**src/rtl/exec_pkg.sv**
```systemverilog
// exec_pkg: opcodes, instruction field positions and controller states shared by exec_ctrl and the ALU.
package exec_pkg;
  localparam int DATA_WIDTH = 8;
  localparam logic [2:0] OP_LDI = 3'b000;
  localparam logic [2:0] OP_ADD = 3'b001;
  localparam logic [2:0] OP_SUB = 3'b010;
  localparam logic [2:0] OP_AND = 3'b011;
  localparam logic [2:0] OP_ORR = 3'b100;
  localparam logic [2:0] OP_LSL = 3'b101;
  localparam logic [2:0] OP_LSR = 3'b110;
  localparam logic [2:0] OP_ILL = 3'b111;
  localparam int OP_MSB = 15;
  localparam int RD_MSB = 12;
  localparam int RS1_MSB = 10;
  localparam int IMM_SEL_BIT = 8;
  localparam int IMM_MSB = 7;
  localparam int SGN_BIT = 2;
  localparam int RS2_MSB = 1;
  typedef enum logic [1:0] {IDLE, READ, EXEC, WB} state_t;
  function automatic logic is_alu(input logic [2:0] op);
    return op != OP_LDI && op != OP_ILL;
  endfunction
endpackage

```
**src/rtl/exec_ctrl_if.sv**
```systemverilog
// exec_ctrl_if: instruction handshake, ALU bus, status and debug port of exec_ctrl.
interface exec_ctrl_if;
  import exec_pkg::*;
  logic instr_valid;
  logic [15:0] instr;
  logic instr_ready;
  logic [DATA_WIDTH-1:0] alu_op1;
  logic [DATA_WIDTH-1:0] alu_op2;
  logic [2:0] alu_operation;
  logic alu_is_signed;
  logic [DATA_WIDTH-1:0] alu_result;
  logic alu_zero;
  logic done;
  logic err;
  logic flag_z;
  logic [1:0] dbg_sel;
  logic [DATA_WIDTH-1:0] dbg_data;
  modport slave(
    input instr_valid, instr, alu_result, alu_zero, dbg_sel,
    output instr_ready, alu_op1, alu_op2, alu_operation, alu_is_signed, done, err, flag_z, dbg_data
  );
  modport master(
    output instr_valid, instr, alu_result, alu_zero, dbg_sel,
    input instr_ready, alu_op1, alu_op2, alu_operation, alu_is_signed, done, err, flag_z, dbg_data
  );
endinterface

```
**src/rtl/reg_file.sv**
```systemverilog
// reg_file: 4x8 register file, two async read ports plus debug read, one sync write port.
// EXEC_CTRL_R0_ZERO_EN makes R0 a hardwired zero (reads 0, writes dropped).
module reg_file
  import exec_pkg::*;
(
  input  logic clk,
  input  logic rst,
  input  logic we,
  input  logic [1:0] wa,
  input  logic [DATA_WIDTH-1:0] wd,
  input  logic [1:0] ra1,
  input  logic [1:0] ra2,
  input  logic [1:0] dsel,
  output logic [DATA_WIDTH-1:0] rd1,
  output logic [DATA_WIDTH-1:0] rd2,
  output logic [DATA_WIDTH-1:0] dd
);
`ifdef EXEC_CTRL_R0_ZERO_EN
  localparam bit r0_zero = 1'b1;
`else
  localparam bit r0_zero = 1'b0;
`endif
  logic [DATA_WIDTH-1:0] r [4];
  always_ff @(posedge clk) begin
    if (rst) begin
      for (int i = 0; i < 4; i++) r[i] <= '0;
    end else if (we && !(r0_zero && wa == 2'd0)) begin
      r[wa] <= wd;
    end
  end
  assign rd1 = (r0_zero && ra1 == 2'd0) ? '0 : r[ra1];
  assign rd2 = (r0_zero && ra2 == 2'd0) ? '0 : r[ra2];
  assign dd = (r0_zero && dsel == 2'd0) ? '0 : r[dsel];
endmodule

```
**src/rtl/exec_ctrl.sv**
```systemverilog
// exec_ctrl: 4-cycle IDLE/READ/EXEC/WB controller driving an external 8-bit ALU and writing back results.
// Optional EXEC_CTRL_R0_ZERO_EN (handled in reg_file) hardwires R0 to zero.
module exec_ctrl
  import exec_pkg::*;
#(
  parameter int DATA_W = 8
) (
  input logic clk,
  input logic rst,
  exec_ctrl_if.slave bus
);
  state_t state;
  logic [15:0] ir;
  logic [DATA_W-1:0] res;
  logic zq;
  logic [DATA_W-1:0] rd1, rd2;
  logic [2:0] op;
  logic isel;
  logic [DATA_W-1:0] imm;
  assign op = ir[OP_MSB -: 3];
  assign isel = ir[IMM_SEL_BIT];
  assign imm = ir[IMM_MSB -: 8];
  reg_file u_rf (
    .clk(clk),
    .rst(rst),
    .we(state == WB && op != OP_ILL),
    .wa(ir[RD_MSB -: 2]),
    .wd(op == OP_LDI ? imm : res),
    .ra1(ir[RS1_MSB -: 2]),
    .ra2(ir[RS2_MSB -: 2]),
    .dsel(bus.dbg_sel),
    .rd1(rd1),
    .rd2(rd2),
    .dd(bus.dbg_data)
  );
  always_ff @(posedge clk) begin
    if (rst) begin
      state <= IDLE;
      ir <= '0;
      res <= '0;
      zq <= 1'b0;
      bus.alu_op1 <= '0;
      bus.alu_op2 <= '0;
      bus.alu_operation <= '0;
      bus.alu_is_signed <= 1'b0;
      bus.done <= 1'b0;
      bus.err <= 1'b0;
      bus.flag_z <= 1'b0;
      bus.instr_ready <= 1'b1;
    end else begin
      case (state)
        IDLE: if (bus.instr_valid) begin
          ir <= bus.instr;
          bus.instr_ready <= 1'b0;
          state <= READ;
        end
        READ: begin
          bus.alu_op1 <= rd1;
          bus.alu_op2 <= isel ? imm : rd2;
          bus.alu_operation <= op;
          bus.alu_is_signed <= isel ? 1'b0 : ir[SGN_BIT];
          state <= EXEC;
        end
        EXEC: begin
          res <= bus.alu_result;
          zq <= bus.alu_zero;
          bus.done <= 1'b1;
          bus.err <= op == OP_ILL;
          state <= WB;
        end
        WB: begin
          if (is_alu(op)) bus.flag_z <= zq;
          bus.done <= 1'b0;
          bus.err <= 1'b0;
          bus.instr_ready <= 1'b1;
          state <= IDLE;
        end
      endcase
    end
  end
endmodule
```
**src/flat_wrapper.sv**
```systemverilog
// flat-port wrapper written by rule: the top's interface ports become plain ports
module exec_ctrl_flat import exec_pkg::*;
#(
  parameter int DATA_W = 8
)
  (clk, rst, bus_instr_valid, bus_instr, bus_alu_result, bus_alu_zero, bus_dbg_sel, bus_instr_ready, bus_alu_op1, bus_alu_op2, bus_alu_operation, bus_alu_is_signed, bus_done, bus_err, bus_flag_z, bus_dbg_data);
  exec_ctrl_if bus_i ();
  input logic clk;
  input logic rst;
  input wire logic [$bits(bus_i.instr_valid)-1:0] bus_instr_valid;
  input wire logic [$bits(bus_i.instr)-1:0] bus_instr;
  input wire logic [$bits(bus_i.alu_result)-1:0] bus_alu_result;
  input wire logic [$bits(bus_i.alu_zero)-1:0] bus_alu_zero;
  input wire logic [$bits(bus_i.dbg_sel)-1:0] bus_dbg_sel;
  output wire logic [$bits(bus_i.instr_ready)-1:0] bus_instr_ready;
  output wire logic [$bits(bus_i.alu_op1)-1:0] bus_alu_op1;
  output wire logic [$bits(bus_i.alu_op2)-1:0] bus_alu_op2;
  output wire logic [$bits(bus_i.alu_operation)-1:0] bus_alu_operation;
  output wire logic [$bits(bus_i.alu_is_signed)-1:0] bus_alu_is_signed;
  output wire logic [$bits(bus_i.done)-1:0] bus_done;
  output wire logic [$bits(bus_i.err)-1:0] bus_err;
  output wire logic [$bits(bus_i.flag_z)-1:0] bus_flag_z;
  output wire logic [$bits(bus_i.dbg_data)-1:0] bus_dbg_data;
  assign bus_i.instr_valid = bus_instr_valid;
  assign bus_i.instr = bus_instr;
  assign bus_i.alu_result = bus_alu_result;
  assign bus_i.alu_zero = bus_alu_zero;
  assign bus_i.dbg_sel = bus_dbg_sel;
  assign bus_instr_ready = bus_i.instr_ready;
  assign bus_alu_op1 = bus_i.alu_op1;
  assign bus_alu_op2 = bus_i.alu_op2;
  assign bus_alu_operation = bus_i.alu_operation;
  assign bus_alu_is_signed = bus_i.alu_is_signed;
  assign bus_done = bus_i.done;
  assign bus_err = bus_i.err;
  assign bus_flag_z = bus_i.flag_z;
  assign bus_dbg_data = bus_i.dbg_data;
  exec_ctrl #(.DATA_W(DATA_W)) u_core (.clk(clk), .rst(rst), .bus(bus_i));
endmodule
```
**config.mk**
```make
export PLATFORM = sky130hd
export DESIGN_NAME = exec_ctrl_flat
export DESIGN_NICKNAME = d
export VERILOG_FILES = /design/src/rtl/exec_pkg.sv /design/src/rtl/exec_ctrl_if.sv /design/src/rtl/reg_file.sv /design/src/rtl/exec_ctrl.sv /design/src/flat_wrapper.sv
export SDC_FILE = /design/constraint.sdc
export NUM_CORES = 1
export LEC_CHECK = 0
export ABC_AREA = 1
export CAP_MARGIN = 20
export CORE_UTILIZATION = 30
export CTS_CLUSTER_SIZE = 8
export DETAILED_ROUTE_END_ITERATION = 6
export GPL_ROUTABILITY_DRIVEN = 0
export PLACE_DENSITY = 0.59
export SKIP_CTS_REPAIR_TIMING = 1
export SLEW_MARGIN = 20
export SYNTH_ARGS = -nofsm -noshare
export SYNTH_HDL_FRONTEND = slang
export SYNTH_SLANG_ARGS = --single-unit
```
**constraint.sdc**
```tcl
create_clock -name clk -period 2.26 [get_ports clk]
set_input_delay 0.452 -clock clk [delete_from_list [all_inputs] [get_ports clk]]
set_output_delay 0.452 -clock clk [all_outputs]
set_load 0.05 [all_outputs]
```
==> flow_summary.yaml <==
outcome:
  status: "finished, final reports clean"
global_routing:
  met3_usage_pct: 4.10
  antenna_found_initial: 0
  grt_pass1_vias: 3482
  grt_overflow_total: 0
  grt_pass1_wl_um: 17100
  grt.busiest_layer: "met2"
  grtUsageMet2_pct: 23.8
  gr-usage-met1_pct: 21.4
  grt_usage_pct: 15.5
  grt_max_degree: 34
setup_path:
  start_kind: "input pin"
  cp_data_arrival_time_ps: 1700
  reg2reg_slack_ps: 610
  worst_ep_required_time_ps: 1810
  cp-startpoint: "bus_dbg_sel[0]"
  r2r_start: "u_core.state[0]"
  critPathCaptureType: "output pin"
  r2r_end: "u_core.u_rf.r[0][3]"
  worstPathMaxFanout: 11
  crit_type: "input pin to output pin"
  r2r_cells: 5
clock_tree:
  htree_levels: 3
  cts_buffers: 9
  clk_latency_ps: 340
  tritoncts: "built"
  cts_buffer_depth: 2
  clock-root-buffer: "clkbuf_16"
  cts.clk_slew.worst_paths_ps: 60
  clkSinkCount: 85
place:
  dp_cells: 742
  dp_hpwl_um: 8110
  placed_cell_area_um2: 4960
  dp_slack_ps: -16.7
  port_buffers: 61
route:
  viasPerCell: 4.78
  wire_per_inst_um: 13.8
  routed_wl_um: 10600
  drc: 0
  num_vias: 3654
  ant_nets: 0
  first_iter_violations: 234
  dr.pass1.iters: 5
yosys:
  syn_inst: 520
  synth_cell_types: 24
  synth_top_area_share_pct: 25.9
  syn-mean-instance-area_um2: 7.87
  yosysSeqAreaShare_pct: 49.4
  synth_area_leader_cell: "dfxtp_1"
  yosys-top-cells-area: "dfxtp_1 (26%), edfxtp_1 (23%), nor2_1 (8.6%), a21oi_1 (7.3%), nand2_1 (7.3%)"
  ys_warn_count: 0
  synth-seq-cells: 85
  syn_nets: 554
  synthesis.area_um2: 4090
sta:
  timing.final.crit_share_pct: 95.4
  slew_viol_final: 0
  fin_hold_ws_ps: 458
  worst_pin_slew_ps: 523
  fin_crit_ps: 2160
  fin_skew_ps: 8.73
  hold_viol: 0
  rsz0062_at_grt: "no"
  setup_viol: 0
  setup_slack_ps: 104
  slew_headroom_pct: 65.0
  fmax_mhz: 464
power_and_ir_drop:
  p_per_area_nw_per_um2: 1270
  finalPower_w: 0.00681
  p_leak_nw: 2.14
  ir_worst_vdd_mv: 0.616
cells_and_area:
  fill_cells: 1369
  final_nets: 618
  insertedDiodeCount: 0
  areaGrowthSynthToFinish_pct: 31.1
  final_cell_mix: "nor2_1 (94), nand2_1 (80), a21oi_1 (56), dfxtp_1 (53), clkdlybuf4s50_1 (52)"
  fin_area_um2: 5360
  final_common_cell: "nor2_1"
  drive_above_1_share_pct: 12.6
  instances_no_fill: 765
floorplan:
  num_rows: 42
  die-area_um2: 14100
  io_pins: 62
  initial_core_util_pct: 30.8
  core_um2: 13300
  die_y_um: 119
  die_w_um: 119
min_path:
  hold_path_startpoint: "u_core.zq"
  hold_path_end: "u_core.zq"
  hold_depth: 2
  hold_class: "flop to flop"
flow_run:
  drv_cap: 0
[metal layers]
| metal | up-vias | share of wire, % |
|---|---|---|
| met5 | - | 0 |
| met4 | 0 | 1.0 |
| met3 | 15 | 7.0 |
| met2 | 137 | 43 |
| met1 | 1673 | 49 |
| li1 | 1829 | - |
[cell type report]
class	instances	area, um2	share of cell area, %
well taps	176	220	4.11
repair buffers	82	873	16.3
flip-flops and latches	85	2020	37.7
clock inverters	6	87.6	1.63
inverters	52	199	3.71
multi-input cells	354	1730	32.3
clock buffers	10	229	4.27
[flip-flops by register name (all words and copies together), names as in the netlist, named ones only]
| name | flops |
|---|---|
| u_core.bus.err | 1 |
| u_core.bus.done | 1 |
| u_core.bus.flag_z | 1 |
| u_core.bus.alu_operation | 3 |
| u_core.ir | 16 |
| u_core.state | 2 |
| u_core.u_rf.r | 32 |
| u_core.bus.alu_is_signed | 1 |
| u_core.res | 8 |
| u_core.bus.instr_ready | 1 |
| u_core.bus.alu_op2 | 8 |
| u_core.bus.alu_op1 | 8 |
| u_core.zq | 1 |
[worst max-delay path by stage]
stage	end	slack (ps)	depth (start not counted)
2_1_floorplan	bus_dbg_data[2]	50	6
3_3_place_gp	bus_dbg_data[0]	60	6
3_5_place_dp	bus_dbg_data[0]	-20	6
4_1_cts	bus_dbg_data[0]	-30	6
5_1_grt	bus_dbg_data[7]	30	6
6_report	bus_dbg_data[7]	100	6
[synth_stat cells]
library cell and number:
clkinv_1 2, nand2_1 80, nand2_4 9, buf_4 3, nand4_2 1, dfxtp_1 53
nand3_1 33, nor3_1 1, nand2_2 2, nand3_2 2, clkbuf_1 8, inv_2 1
edfxtp_1 32, buf_12 1, nor2_2 2, o21ai_0 49, o21ai_2 8, o2111ai_1 1
ha_1 4, a21oi_1 60, buf_2 17, nor2_1 94, inv_1 49, o211ai_1 8
[worst max-delay path, stage by stage]
cell and delay (ps):
clkdlybuf4s50_1 430, inv_2 150, buf_4 180, a21oi_1 70
a21oi_1 230, buf_12 180
[where the power goes]
part / internal (W) / switching, W
registers: 0.00198 / 0.000289
clock network: 0.000969 / 0.000594
logic: 0.000988 / 0.00199
total: 0.00394 / 0.00287
[cells by family (layout without fill, tap and decap cells)]
| kind of cell | after synthesis | after routing | synth area share [%] |
|---|---|---|---|
| AND/OR/NAND/NOR | 224 | 224 | 24.0 |
| buffers and inverters | 81 | 150 | 8.62 |
| flip-flops | 85 | 85 | 49.4 |
| adder cells (fa/ha/maj) | 4 | 4 | 1.22 |
| AO/OA/AOI/OAI | 126 | 126 | 16.7 |
[metrics by stage]
step	TNS, ps	utilization, %
finish	0	40.3
floorplan	0	-
global route	0	40.3
global placement	0	37.3
detailed placement	-16.7	37.3
CTS	-25.1	39.7
Note: power is estimated with default switching activity, not from simulation.
